### src/rtl/i2fl32_seq.sv
// i2fl32_seq: multi-cycle 32-bit integer to IEEE-754 binary32 converter.
// Normalises one bit per cycle and rounds to nearest-even.
// Valid/ready on both sides; one conversion in flight at a time.
module i2fl32_seq #(
    parameter int EXP_BIAS = 127
) (
    input  logic        clk,
    input  logic        rst,
    input  logic        in_valid,
    output logic        in_ready,
    input  logic [31:0] in_data,
    input  logic        in_signed,
    output logic        out_valid,
    input  logic        out_ready,
    output logic [31:0] out_data,
    output logic        busy
);

    typedef enum logic [1:0] {IDLE, NORM, ROUND, DONE} state_t;

    // Exponent of a mantissa whose leading one sits in bit 31.
    localparam logic [7:0] EXP_TOP = 8'(EXP_BIAS + 31);

    state_t      state;
    state_t      state_next;
    logic        sign_r;
    logic [31:0] mant_r;
    logic [7:0]  exp_r;
    logic [31:0] out_data_r;

    logic        in_sign;
    logic [31:0] in_mag;
    logic        guard;
    logic        sticky;
    logic        lsb;
    logic        inc;
    logic [24:0] rounded;
    logic [7:0]  exp_final;
    logic [22:0] frac_final;

    // Split the incoming operand into sign and unsigned magnitude.
    always_comb begin
        in_sign = in_signed & in_data[31];
        in_mag  = in_sign ? (~in_data + 32'd1) : in_data;
    end

    // Round-to-nearest-even of the normalised mantissa; a carry out of
    // the 24-bit significand leaves bit 23 clear and bumps the exponent.
    always_comb begin
        guard      = mant_r[7];
        sticky     = |mant_r[6:0];
        lsb        = mant_r[8];
        inc        = guard & (sticky | lsb);
        rounded    = {1'b0, mant_r[31:8]} + {24'd0, inc};
        exp_final  = exp_r + {7'd0, rounded[24]};
        frac_final = rounded[23] ? rounded[22:0] : 23'd0;
    end

    // State register.
    always_ff @(posedge clk or posedge rst) begin
        if (rst) begin
            state <= IDLE;
        end else begin
            state <= state_next;
        end
    end

    // Next-state decode and handshake outputs.
    always_comb begin
        state_next = state;
        in_ready   = 1'b0;
        out_valid  = 1'b0;
        busy       = (state != IDLE);
        case (state)
            IDLE: begin
                in_ready = 1'b1;
                if (in_valid) begin
                    state_next = (in_mag == 32'd0) ? DONE : NORM;
                end
            end
            NORM: begin
                if (mant_r[31]) begin
                    state_next = ROUND;
                end
            end
            ROUND: begin
                state_next = DONE;
            end
            DONE: begin
                out_valid = 1'b1;
                if (out_ready) begin
                    state_next = IDLE;
                end
            end
            default: begin
                state_next = IDLE;
            end
        endcase
    end

    // Datapath: capture, shift-normalise, and register the packed result.
    always_ff @(posedge clk or posedge rst) begin
        if (rst) begin
            sign_r     <= 1'b0;
            mant_r     <= 32'd0;
            exp_r      <= 8'd0;
            out_data_r <= 32'd0;
        end else begin
            case (state)
                IDLE: begin
                    if (in_valid) begin
                        sign_r <= in_sign;
                        mant_r <= in_mag;
                        exp_r  <= EXP_TOP;
                        if (in_mag == 32'd0) begin
                            out_data_r <= 32'd0;
                        end
                    end
                end
                NORM: begin
                    if (!mant_r[31]) begin
                        mant_r <= mant_r << 1;
                        exp_r  <= exp_r - 8'd1;
                    end
                end
                ROUND: begin
                    out_data_r <= {sign_r, exp_final, frac_final};
                end
                default: begin
                end
            endcase
        end
    end

    assign out_data = out_data_r;

endmodule

### config.mk
export PLATFORM = sky130hd
export DESIGN_NAME = i2fl32_seq
export DESIGN_NICKNAME = d
export VERILOG_FILES = /design/src/rtl/i2fl32_seq.sv
export SDC_FILE = /design/constraint.sdc
export NUM_CORES = 1
export LEC_CHECK = 0
export ABC_AREA = 1
export BUFFER_PORTS_ARGS = -buffer_cell sky130_fd_sc_hd__buf_2
export CORE_ASPECT_RATIO = 2
export CORE_UTILIZATION = 45
export DETAILED_ROUTE_END_ITERATION = 8
export GPL_ROUTABILITY_DRIVEN = 0
export RECOVER_POWER = 25
export SETUP_SLACK_MARGIN = 0.5
export SLEW_MARGIN = 20
export SYNTH_ARGS = -nofsm -noshare
export SYNTH_HDL_FRONTEND = slang
export SYNTH_SLANG_ARGS = --single-unit
### constraint.sdc
create_clock -name clk -period 3.41 [get_ports clk]
set_input_delay 0.341 -clock clk [delete_from_list [all_inputs] [get_ports clk]]
set_output_delay 0.341 -clock clk [all_outputs]
set_load 0.05 [all_outputs]
---- Word-level counts from Yosys, hierarchy flattened ----
Cells that the tools add are included.
operators by class
  divide/modulo/power cells ............... 0
  reduce and logical (&&, ||, !) cells .... 11
  magnitude comparators ................... 0
  multiplexer cells ....................... 18
  shifts and indexed selects .............. 0
  multiply operators ...................... 0
  eq/ne operators ......................... 8
  bitwise logic cells ..................... 4
  add/subtract/negate cells ............... 4
operators with widths
  kind                                                                number
  32-bit two-way mux                                                  5
  32-bit one-hot mux with 2 select lines                              2
  32-bit by 1-bit adder with 32-bit output, second input constant     1
  32-bit zero test                                                    1
  32-bit inverter                                                     1
  24-bit by 1-bit adder with 25-bit output                            1
  23-bit two-way mux                                                  1
  8-bit two-way mux                                                   2
  8-bit one-hot mux with 2 select lines                               1
  2-bit inequality test, second input constant                        5
  3-bit AND reduction                                                 3
  8-bit by 1-bit adder with 8-bit output                              1
  2-bit two-way mux                                                   4
  2-bit one-hot mux with 4 select lines                               1
  8-bit by 1-bit subtractor with 8-bit output, second input constant  1
  7-bit OR reduction                                                  1
  2-bit nonzero test                                                  3
  2-bit == test, second input constant                                2
  2-bit AND reduction                                                 2
  1-bit bitwise AND                                                   2
  2-bit by 1-bit == test with 1-bit output, second input constant     1
  2-bit zero test                                                     1
  1-bit two-way mux                                                   2
  1-bit OR                                                            1
storage, ports and cells
  bits in registers ....................... 75
  memories kept ........................... 0
  latch bits .............................. 0
  bits in writable memories ............... 0
  output and inout port bits .............. 35
  memory bits (read-only) ................. 0

---- Depth between registers and ports, before layout ----
  word-level depth ........................ 7
  depth in mapped cells ................... 19
  gate-level depth less buffers ........... 19

---- Worst setup path before layout ----
OpenSTA, ideal clock, no wires.
  path type ............................... register to register
  from .................................... register mant_r[7]
  to ...................................... register out_data_r[30] (netlist: out_data[30])
  slack ................................... 665 ps
  cell stages (with the launch flop) ...... 19
  data required time ...................... 3292 ps
  arrival time ............................ 2627 ps
  path buffers ............................ 0
  clock period less this slack ............ 2745 ps
  setup time .............................. 118 ps
  cell sequence ........................... dfrtp_1 -> nand2_1 -> inv_1 -> ha_1 -> nand3_1 -> nor3_2 -> nand4_1 -> nor3_1 -> nand4_1 -> nand3b_1 -> nor2_1 -> ha_1 -> nand3_1 -> nor4_1 -> nand2_1 -> o21ai_0 -> a21oi_1 -> nand2_1 -> nand2_1
between the ends
  cells in the longest elaborated chain, start to end .. 4
ends and longest elaborated chain
  element                                   line  text
  start, declared                           27    logic [31:0] mant_r;
  start signal, assigned                    113   mant_r <= in_mag;
  start signal, assigned                    122   mant_r <= mant_r << 1;
  1-bit bitwise AND                         53    inc = guard & (sticky | lsb);
  24-bit by 1-bit adder with 25-bit output  54    rounded = {1'b0, mant_r[31:8]} + {24'd0, inc};
  8-bit by 1-bit adder with 8-bit output    55    exp_final = exp_r + {7'd0, rounded[24]};
  32-bit one-hot mux with 2 select lines    109   case (state)
  end signal, assigned                      127   out_data_r <= {sign_r, exp_final, frac_final};
  end, declared                             29    logic [31:0] out_data_r;
Every way passes these cells.
A chain may end at the register's enable or synchronous reset.

---- Worst setup path after layout ----
  from .................................... register mant_r[7]
  to ...................................... register out_data_r[20] (netlist: out_data[20])
between the ends
  cells in the longest elaborated chain, start to end .. 4
ends and longest elaborated chain
  element                                   line  text
  1-bit bitwise AND                         53
  24-bit by 1-bit adder with 25-bit output  54
  23-bit two-way mux                        56    frac_final = rounded[23] ? rounded[22:0] : 23'd0;
  32-bit one-hot mux with 2 select lines    109
Every way passes these cells.

==> metrics.cfg <==
[critical_path]
crit_path_max_fanout = 3
worst_path_largest_cell_delay_ns = 0.36
cp-end-kind = flop
cpMostUsedCell = buf_4
cp-start-kind = flop
critical_path_class = reg -> reg
arrival_ns = 2.96
worstPathCellList = nand2_2 > inv_2 > ha_4 > nand3_4 > nor3_4 > nand4_1 > nor3_2 > nand4_1 > buf_4 > buf_6 > buf_6 > buf_4 > buf_4 > buf_6 > buf_4 > buf_4 > buf_4 > nand2_2 > nor2_2 > nand2_1 > nand2_1
cpMaxStageDelayCell = dfrtp_1
required_ns = 3.63

[die]
core_area_mm2 = 0.0114
die_w_um = 78.9
die_h_um = 156
io_pins = 72
rows = 55
start_util_pct = 46.6
dieArea_mm2 = 0.0123

[sta]
setup_viol_count_final = 0
finalSetupTns_ns = 0
finalCritPeriodShare_pct = 80.3
fmax_ghz = 0.365
rsz0062_at_grt = no
final_max_slew_viol_count = 0
final_hold_viol_count = 0
relSlewSlack_pct = 7.53
fin_skew_ns = 0.00566
worst_slew_pin_slew_ns = 1.39
min_period_ns = 2.74

[yosys]
synth_top_area_share_pct = 35.2
ys_seq_area_share_pct = 35.2
yosysTopAreaCell = dfrtp_1
yosys_warnings = 0
synth-main-ff-cell = dfrtp_1
syn-mean-instance-area_um2 = 6.58
synth-async-reset-ratio_pct = 100
synth_area_mm2 = 0.00533
synthCells = 809
synth_top_cells_by_area = dfrtp_1 35%, nand2_1 17%, nand3_1 8.1%
syn_nets = 855
synth_edf_count = 0
synthDistinctLibCells = 33
ys_ff_latch = 75

[detailed_routing]
drtIter0Drc = 289
wirelength_um = 15600
vias_per_cell = 5.27
drtPass1Iterations = 5
vias = 5442
postRouteAntennaNets = 0
wire_per_inst_um = 15.1
drc_errors = 0

[final_layout]
fin_cells = 1033
drive_gt1_share_pct = 16.5
synthToLayoutAreaGrowth_pct = 18.4
final_net_count = 934
final_core_util_pct = 55.2
n_antenna_cell = 0

[placement]
dp_cells = 1003
dp.final_hpwl_um = 12100
port_buffers = 71

[grt]
grt_pass1_wl_um = 25500
grt_max_degree = 55
grt-ovfl-total = 0
antenna_found_initial = 0
grt_pass1_vias = 5357
globalRouteTotalUtil_pct = 26.8

[worst_hold_path]
hp-class = in -> async

[clock_tree]
htree_levels = 3
cts_buffer_depth = 2
clock-sinks = 75
cts_tree = yes
holdBufCountCts = 0
root_buffer = clkbuf_16
cts_buffers = 9
clkTransAtPathRegs_ns = 0.05
clk_latency_ns = 0.33

[status]
status = completed

[power_and_ir_drop]
p_leak_uw = 0.00335
powerDensity_mw_per_mm2 = 770
ir_worst_vdd_v = 0.000426

[flow_run]
cap_violations = 0

-- worst max-delay path, delay by kind of cell (launching register included) --
kind          cells  cell delay, ns
buf+inv          10            1.13
simple gates     10            0.99
flops             1            0.36
fa+ha+maj         1            0.14
-- state kept, by name, summed over array words and instances (netlist names) --
signal	cells
sign_r	1
state	2
exp_r	8
mant_r	32
out_data	32
-- path summary, 6_finish.rpt --
| check | from | end | slack [ns] | depth (start not counted) |
|---|---|---|---|---|
| max | mant_r[7] | out_data[20] | 0.67 | 21 |
| min | rst | out_data[23] | 0.23 | 2 |
| max reg2reg | mant_r[7] | out_data[20] | 0.67 | 21 |
| min reg2reg | out_data[14] | out_data[14] | 0.50 | 2 |
| max in group asynchronous | rst | mant_r[19] | 1.40 | 3 |
| min in group clk | in_data[0] | mant_r[0] | 0.37 | 3 |
-- synthesized netlist by cell type (all sizes together), types with 4 or more instances --
master / instances
a21oi: 39
a22oi: 23
buf: 12
clkbuf: 16
dfrtp: 75
ha: 9
inv: 97
nand2: 240
nand3: 90
nand3b: 4
nand4: 11
nor2: 108
nor3: 14
nor4: 4
o21ai: 36
xor2: 21
-- per-stage QoR --
stage               area, µm²  total power, µW  hold slack [ns]  setup WS (ns)
finish                   6300             4850            0.230          0.672
CTS                      6230             4830           0.0764          0.485
global route             6300             5210            0.348          0.415
floorplan                5330             3230            0.453          0.665
detailed placement       5780             3830            0.426          0.414
global placement         5780             3790            0.414          0.502
-- area by class of cell --
| cell class | count | area [µm²] |
|---|---|---|
| Clock buffer | 11 | 243 |
| Clock inverter | 3 | 40.0 |
| Fill cell | 1201 | 5120 |
| Inverter | 98 | 370 |
| Multi-Input combinational cell | 608 | 3040 |
| Sequential cell | 75 | 1880 |
| Tap cell | 142 | 178 |
| Timing Repair Buffer | 96 | 551 |
-- layout by cell type (no fill, tap or decap), types with 3 or more instances in the layout --
master       n
o21ai_0     30
nand3b_1     4
nor2_1      99
a22oi_1     23
nor3_1       9
inv_1       91
nand2_1    233
buf_6        3
nand3_2      5
nand2_2      6
ha_1         6
nor4_1       3
buf_4       21
o21ai_1      6
nand3_1     83
clkbuf_16    9
dfrtp_1     75
nand4_1     11
buf_2       71
nor2_2       7
a21oi_1     39
nor3_2       4
xor2_1      21
inv_2        5
-- cell families (layout without fill, tap and decap cells) --
logic type      after synthesis  after routing  share of synthesized area (%)
compound gates              104            104                           11.2
fa+ha+maj                     9              9                           2.11
flops                        75             75                           35.2
xor+xnor                     23             23                           3.78
simple gates                472            472                           38.0
buf+inv                     126            208                           9.68
-- power breakdown --
part / switching, µW / internal, µW
sequential: 331 / 1220
clock: 349 / 576
combinational: 1640 / 740
-- routing by layer --
metal / vias to the layer above / track usage [%] / routed length [µm]
met1: 2516 / 27.9 / 5860
met3: 34 / 2.63 / 377
met4: 0 / 12.5 / 599
met5: - / 0 / 0
met2: 125 / 52.2 / 8720
li1: 2767 / - / -
-- repair_timing --
item / 4_1_cts / 5_1_grt
pin swaps: 10 / 13
setup buffers: 14 / 2
setup endpoints to repair: 2 / 6
gates resized for setup: 15 / 13
No activity file was read; power rests on OpenSTA's default activity.
